===== config.mk =====
export PLATFORM = sky130hd
export DESIGN_NAME = i2s_transmitter
export DESIGN_NICKNAME = d
export VERILOG_FILES = /design/src/rtl/i2s_transmitter.sv
export SDC_FILE = /design/constraint.sdc
export NUM_CORES = 1
export LEC_CHECK = 0
export BUFFER_PORTS_ARGS = -buffer_cell sky130_fd_sc_hd__buf_2
export CAP_MARGIN = 15
export CORE_ASPECT_RATIO = 1.1
export CORE_MARGIN = 2
export CORE_UTILIZATION = 45
export CTS_BUF_LIST = sky130_fd_sc_hd__clkbuf_8
export DETAILED_ROUTE_END_ITERATION = 8
export HOLD_SLACK_MARGIN = 0.03
export PLACE_DENSITY = 0.64
export SLEW_MARGIN = 0
export SYNTH_ARGS = -nofsm -noshare
export SYNTH_HDL_FRONTEND = slang
export SYNTH_SLANG_ARGS = --single-unit

===== constraint.sdc =====
create_clock -name MCLK -period 5.31 [get_ports MCLK]
set_input_delay 0.7965 -clock MCLK [delete_from_list [all_inputs] [get_ports MCLK]]
set_output_delay 0.7965 -clock MCLK [all_outputs]
set_load 0.02 [all_outputs]

===== src/rtl/i2s_transmitter.sv =====
// Philips I2S master transmitter: derives BCLK/LRCLK from MCLK and serializes stereo pairs MSB-first.
// Build option I2S_TX_UNDERRUN_HOLD_EN: on underrun, replay the last pair instead of sending silence.
module i2s_transmitter #(
    parameter int BIT_DEPTH  = 24,
    parameter int SLOT_WIDTH = 32,
    parameter int BCLK_DIV   = 4
) (
    input  logic                 MCLK,
    input  logic                 RST,
    input  logic [BIT_DEPTH-1:0] TX_LEFT,
    input  logic [BIT_DEPTH-1:0] TX_RIGHT,
    input  logic                 TX_VALID,
    output logic                 TX_READY,
    output logic                 BCLK,
    output logic                 LRCLK,
    output logic                 SDATA,
    output logic                 UNDERRUN
);

    localparam int BW = $clog2(2 * SLOT_WIDTH);
    localparam int DW = (BCLK_DIV > 1) ? $clog2(BCLK_DIV) : 1;

    localparam logic [BW-1:0]        B_LAST     = BW'(2 * SLOT_WIDTH - 1);
    localparam logic [BW-1:0]        SLOT       = BW'(SLOT_WIDTH);
    localparam logic [BW-1:0]        LR_FIRST   = BW'(SLOT_WIDTH - 1);
    localparam logic [BW-1:0]        LR_LAST    = BW'(2 * SLOT_WIDTH - 2);
    localparam logic [BW-1:0]        DEPTH      = BW'(BIT_DEPTH);
    localparam logic [DW-1:0]        DIV_LAST   = DW'(BCLK_DIV - 1);
    localparam logic [BIT_DEPTH-1:0] MSB_MASK   = ~({BIT_DEPTH{1'b1}} >> 1);

    logic [DW-1:0]        div_cnt;
    logic [BW-1:0]        bit_cnt;
    logic [BIT_DEPTH-1:0] buf_left;
    logic [BIT_DEPTH-1:0] buf_right;
    logic [BIT_DEPTH-1:0] frame_left;
    logic [BIT_DEPTH-1:0] frame_right;

    logic                 div_term;
    logic                 bclk_fall;
    logic                 frame_start;
    logic                 accept;
    logic [BW-1:0]        bit_next;
    logic [BW-1:0]        slot_bit;
    logic                 in_right;
    logic [BIT_DEPTH-1:0] next_left;
    logic [BIT_DEPTH-1:0] next_right;
    logic [BIT_DEPTH-1:0] word;
    logic [BIT_DEPTH-1:0] msb_first;
    logic                 next_bit;

    // Handshake: a pair transfers on any MCLK edge where TX_VALID && TX_READY; TX_READY
    // is high exactly while the holding buffer is empty, independent of TX_VALID.
    assign accept      = TX_VALID && TX_READY;
    assign div_term    = (div_cnt == DIV_LAST);
    assign bclk_fall   = div_term && BCLK;
    assign bit_next    = (bit_cnt == B_LAST) ? '0 : bit_cnt + 1'b1;
    assign frame_start = bclk_fall && (bit_next == '0);

    // Frame contents seen by the serializer this cycle, so the left MSB can leave on the frame-start edge.
    always_comb begin
        next_left  = frame_left;
        next_right = frame_right;
        if (frame_start) begin
            if (!TX_READY) begin
                next_left  = buf_left;
                next_right = buf_right;
            end else begin
`ifdef I2S_TX_UNDERRUN_HOLD_EN
                next_left  = frame_left;
                next_right = frame_right;
`else
                next_left  = '0;
                next_right = '0;
`endif
            end
        end
    end

    always_comb begin
        in_right  = (bit_next >= SLOT);
        slot_bit  = in_right ? (bit_next - SLOT) : bit_next;
        word      = in_right ? next_right : next_left;
        msb_first = word << slot_bit;
        next_bit  = (slot_bit < DEPTH) && (|(msb_first & MSB_MASK));
    end

    always_ff @(posedge MCLK) begin
        if (RST) begin
            div_cnt     <= '0;
            bit_cnt     <= B_LAST;
            BCLK        <= 1'b0;
            LRCLK       <= 1'b0;
            SDATA       <= 1'b0;
            UNDERRUN    <= 1'b0;
            TX_READY    <= 1'b1;
            buf_left    <= '0;
            buf_right   <= '0;
            frame_left  <= '0;
            frame_right <= '0;
        end else begin
            UNDERRUN <= 1'b0;

            if (div_term) begin
                div_cnt <= '0;
                BCLK    <= ~BCLK;
            end else begin
                div_cnt <= div_cnt + 1'b1;
            end

            if (bclk_fall) begin
                bit_cnt <= bit_next;
                LRCLK   <= (bit_next >= LR_FIRST) && (bit_next <= LR_LAST);
                SDATA   <= next_bit;
            end

            if (frame_start) begin
                frame_left  <= next_left;
                frame_right <= next_right;
                UNDERRUN    <= TX_READY;
            end

            // A full buffer never accepts, so draining and filling cannot collide.
            if (frame_start && !TX_READY) begin
                TX_READY <= 1'b1;
            end else if (accept) begin
                TX_READY  <= 1'b0;
                buf_left  <= TX_LEFT;
                buf_right <= TX_RIGHT;
            end
        end
    end

endmodule


* Yosys cells after proc, flatten, opt, wreduce, memory -nomap -nowiden
Cells that the tools add are included.
Word-level totals: register bits after elaboration 109, input port bits 51, output and inout bits 5, logic and storage cells 43
Cells by class: add/subtract/negate cells 3, $lt $le $gt $ge 4, eq/ne operators 2, shift-type cells 1, multiplexer cells 7, bitwise logic cells 3, reductions and logical operators 12
Operators by type and width (count):
- 24-bit 2-to-1 mux | 5
- 24-bit by 6-bit left shift with 24-bit output | 1
- 6-bit 2-to-1 mux | 2
- 6-bit by 1-bit adder with 6-bit output, second input constant | 1
- 6-bit equality test, second input constant | 1
- 6-bit by 5-bit >= comparator with 1-bit output, second input constant | 1
- 6-bit >= comparator, second input constant | 1
- 6-bit less-or-equal comparator, second input constant | 1
- 1-bit logical AND | 6
- 6-bit logical NOT | 1
- 6-bit by 5-bit less-than comparator with 1-bit output, second input constant | 1
- 2-bit OR reduction | 3
- 6-bit subtractor, second input constant | 1
- 1-bit inverter | 3
- 2-bit by 1-bit adder with 2-bit output, second input constant | 1
- 2-bit equality test, second input constant | 1
- 2-bit AND reduction | 1
- 1-bit logical NOT | 1

* Longest topological paths before layout
word-level depth 8, gate-level depth with buffers 13, gate-level depth less buffers 10

* Least setup slack after synthesis
No wires, ideal clock.
path kind register -> register, start point register bit_cnt[1], end point register SDATA, library setup time 129 ps, arrival time 2298 ps, required time 5181 ps, setup slack 2883 ps, cell stages (with the launch flop) 12, path buffers 1, clock period less this slack 2427 ps, cells stage by stage dfxtp_1 -> ha_1 -> buf_4 -> nor3_1 -> a31o_2 -> o211ai_4 -> mux2_1 -> a221o_1 -> a21oi_1 -> nor4_1 -> nor4b_1 -> nor3_1
Between the ends: longest elaborated chain between the ends 8, elaborated cells between the ends (all ways) 14, classes of those cells add/sub (2); order compare (2); eq/ne (1); shift (1); mux (5); reduce/logical (3)
RTL lines:
- start, declared | RTL line 32 | logic [BW-1:0] bit_cnt;
- start signal, assigned | RTL line 111 | bit_cnt <= bit_next;
- 6-bit by 1-bit adder with 6-bit output or 6-bit equality test (tied branches) | RTL line 56 | assign bit_next = (bit_cnt == B_LAST) ? '0 : bit_cnt + 1'b1;
- 6-bit 2-to-1 mux (*) | RTL line 56
- branches (longest 5 deep; another with 6-bit subtractor)
- 1-bit logical AND (*) | RTL line 84 | next_bit = (slot_bit < DEPTH) && (|(msb_first & MSB_MASK));
- end signal, assigned | RTL line 113 | SDATA <= next_bit;
- end, declared | RTL line 16 | output logic SDATA,
Every way passes the cells marked *. A chain may end at the register's enable or synchronous reset.

* Worst setup path in the final report
start point register bit_cnt[0], end point register SDATA
Same word-level chain as after synthesis.

==> reports/qor.csv <==
stage;metric;value;unit
routing;DRC marker count from the first detailed-route iteration;205;
finish;share of the core filled with cells;50.4;%
synth;number of enable flip-flop cells after synthesis;0;
clocking;clock slew seen by the registers of the worst setup and hold paths;0.10;ns
finish;area growth from synthesis to final layout;9.79;%
global_routing;number of global-route vias before repair;3871;
clocking;root buffer cell;clkbuf_8;
routing;post-detailed-route wirelength per cell;14.6;um
synth;number of cells produced by synthesis;622;
timing;Least-Margin Pin Slew;1.11;ns
synth;number of distinct standard cells referenced by the synthesized netlist;59;
clocking;number of buffers between clock root and the deepest sink;2;
placement;instance area at placement;0.00523;mm^2
outcome;status;finished, final reports clean;
synth;total of flip-flops plus latches after synthesis;109;
floorplanning;starting density of the core;45.9;%
clocking;post-CTS repair timing setup buffer count;0;
timing;share of the cycle needed by the critical path after routing;65.6;%
critical_path;Critical-path top delay cell;o211ai_4;
clocking;CTS Sinks;109;
global_routing;first-pass GRT wire length;19.1;mm
clocking;H-tree levels;3;
run;max-capacitance violation count;0;
timing;unrepaired setup endpoints after global routing;no;
critical_path;CP arrival;3.72;ns
synth;Syn Std Cell Area;0.00498;mm^2
timing;number of hold violations in the final report;0;
finish;commonest cells after routing, fill and taps aside;164 x nand2_1, 109 x dfxtp_1, 107 x a21oi_1;
critical_path;Worst Path Required;5.55;ns
power_and_ir_drop;leakage;2.08;nW
floorplanning;die area;0.0119;mm^2
finish;most common cell after layout, fill and taps aside;nand2_1;
clocking;CTS resizes;0;
critical_path;Critical Path Start Type;register;
global_routing;number of antenna violations at the first check in global routing;0;
timing;setup skew after layout;0.00583;ns
floorplanning;num rows;40;
critical_path;CP cell instances;ha_1 -> nand2_1 -> nor2_4 -> o211ai_4 -> mux2_1 -> a221oi_1 -> a311o_1 -> nor3_2 -> nor4b_1 -> nor3_1;
synth;FFs w/ async S/R, synth;0;%
power_and_ir_drop;peak supply drop;0.212;mV
synth;sequential area share after synthesis;43.8;%
finish;final antenna diode count;0;
routing;total number of vias;4304;
finish;proportion of layout cells with a drive suffix above 1;14.6;%
timing;f_max;287;MHz
timing;time the worst path needs with I/O delays and setup;3.48;ns
critical_path;buffer and inverter count on the worst path;0;
critical_path;Largest delay share family, worst path;compound AO/OA/AOI/OAI gates;
routing;First-pass DRT Iterations;4;
timing;Final Slew Violations;0;
routing;Avg Vias per Cell;5.43;
timing;relative slew slack;26.1;%
finish;Post-layout nets;697;
placement;I/O Buffers;55;
critical_path;type of element capturing the critical path;register;
floorplanning;DIE HEIGHT;114;um
critical_path;maximum single-stage delay on the critical path;0.82;ns
clocking;number of CTS-inserted buffers;9;
global_routing;maximum number of pins on one net before global-route repair;110;
clocking;clock tree from TritonCTS;done;
critical_path;classification of the worst setup path;register to register;
placement;detailed placement HPWL;7.78;mm
global_routing;Total GRT Usage;20.0;%
routing;final WL;11.6;mm
floorplanning;standard cell core area;0.0109;mm^2
clocking;total of hold buffers inserted after clock tree synthesis;0;
synth;average size of a mapped cell;8.01;um^2
routing;DRC violations left;0;
synth;Yosys warning total;0;
power_and_ir_drop;Pwr Density;282;mW/mm^2
synth;Synth Flop Type;dfxtp_1;
global_routing;remaining global-route overflow;0;
critical_path;setup slack on the worst flop-to-flop path;1.83;ns
timing;final count of negative-setup-slack endpoints;0;
floorplanning;IO Count;56;
critical_path;maximum fanout count along the critical path;32;
routing;antenna viol nets, final;0;
timing;Setup TNS Final;0;ns
floorplanning;overall die width;104;um
clocking;clock network latency to the later pin of the worst-skew pair;0.39;ns
hold_path;type of the worst min-delay path;register to register;
placement;global placer's final weighted congestion;0.866;
finish;area of all placed cells without fillers;0.00547;mm^2
synth;post-synthesis net count;678;
[stage by stage]
stage	setup slack, ns	std cells	hold slack (ns)	total power [mW]
final	1.83	793	0.443	1.54
after global routing	1.66	793	0.460	1.61
after CTS	1.73	792	0.442	1.56
after detailed placement	1.76	776	0.419	1.00
after global placement	1.95	776	0.414	1.00
after floorplan	2.88	622	0.404	0.963
[power breakdown]
group          internal (mW)  leakage, nW  total (mW)  switching (mW)
Clock                  0.268        0.110       0.558           0.290
Combinational         0.0495         1.08       0.122          0.0721
Sequential             0.843        0.886       0.863          0.0197
Total                   1.16         2.08        1.54           0.381
[cell usage after synthesis (6+ instances only)]
| cell type | number | area, um^2 |
|---|---|---|
| buf_2 | 10 | 50.1 |
| nand3_1 | 6 | 30.0 |
| nor3_1 | 8 | 40.0 |
| nand3b_1 | 34 | 255 |
| dfxtp_1 | 109 | 2180 |
| nor2_1 | 18 | 67.6 |
| nand2_1 | 164 | 616 |
| nor2b_1 | 13 | 81.3 |
| o21ai_0 | 11 | 55.1 |
| a21oi_1 | 107 | 536 |
| clkbuf_1 | 36 | 135 |
| mux2i_1 | 15 | 150 |
[metal layers]
layer  vias to the layer above  share of wire [%]  track usage [%]
li1                       2156                  -                -
met1                      2043                 46             26.0
met2                        87                 48             32.7
met3                        18                3.8             3.13
met4                         0                2.1             9.10
met5                         -                  0                0
[final cells by class]
cell class | count | area [um^2]
timing repair buffer | 61 | 330
inverter | 4 | 15.0
multi-input combinational | 456 | 2540
fill | 1092 | 5390
sequential | 109 | 2180
clock inverter | 7 | 98.8
tap | 147 | 184
clock buffer | 9 | 124
[flip-flops by register name (all words and copies together) (netlist names)]
register and cells:
buf_left 24, frame_left 24, UNDERRUN 1, div_cnt 2, buf_right 24, BCLK 1
frame_right 24, SDATA 1, bit_cnt 6, LRCLK 1, TX_READY 1
[logic make-up after synthesis]
| logic type | after synthesis | synth area share, % |
|---|---|---|
| AND/OR/NAND/NOR | 270 | 26.1 |
| AO/OA/AOI/OAI | 152 | 17.7 |
| flip-flops | 109 | 43.8 |
| multiplexers | 21 | 4.37 |
| adder cells (fa/ha/maj) | 5 | 1.26 |
| XOR/XNOR | 8 | 1.56 |
| buffers and inverters | 57 | 5.30 |
[worst reg2reg max path: stages (launching register included)]
cell and delay [ns]:
dfxtp_1 0.44, ha_1 0.38, nand2_1 0.20, nor2_4 0.07, o211ai_4 0.82, mux2_1 0.41, a221oi_1 0.34, a311o_1 0.20
nor3_2 0.06, nor4b_1 0.33, nor3_1 0.09
[path summary, 6_finish.rpt]
| kind | endpoint | depth (start not counted) | from |
|---|---|---|---|
| worst max-delay path | SDATA | 10 | bit_cnt[0] |
| worst min-delay path | div_cnt[0] | 1 | div_cnt[0] |
| worst max register to register | SDATA | 10 | bit_cnt[0] |
| worst min register to register | div_cnt[0] | 1 | div_cnt[0] |
Note: power is estimated with default switching activity, not from simulation.
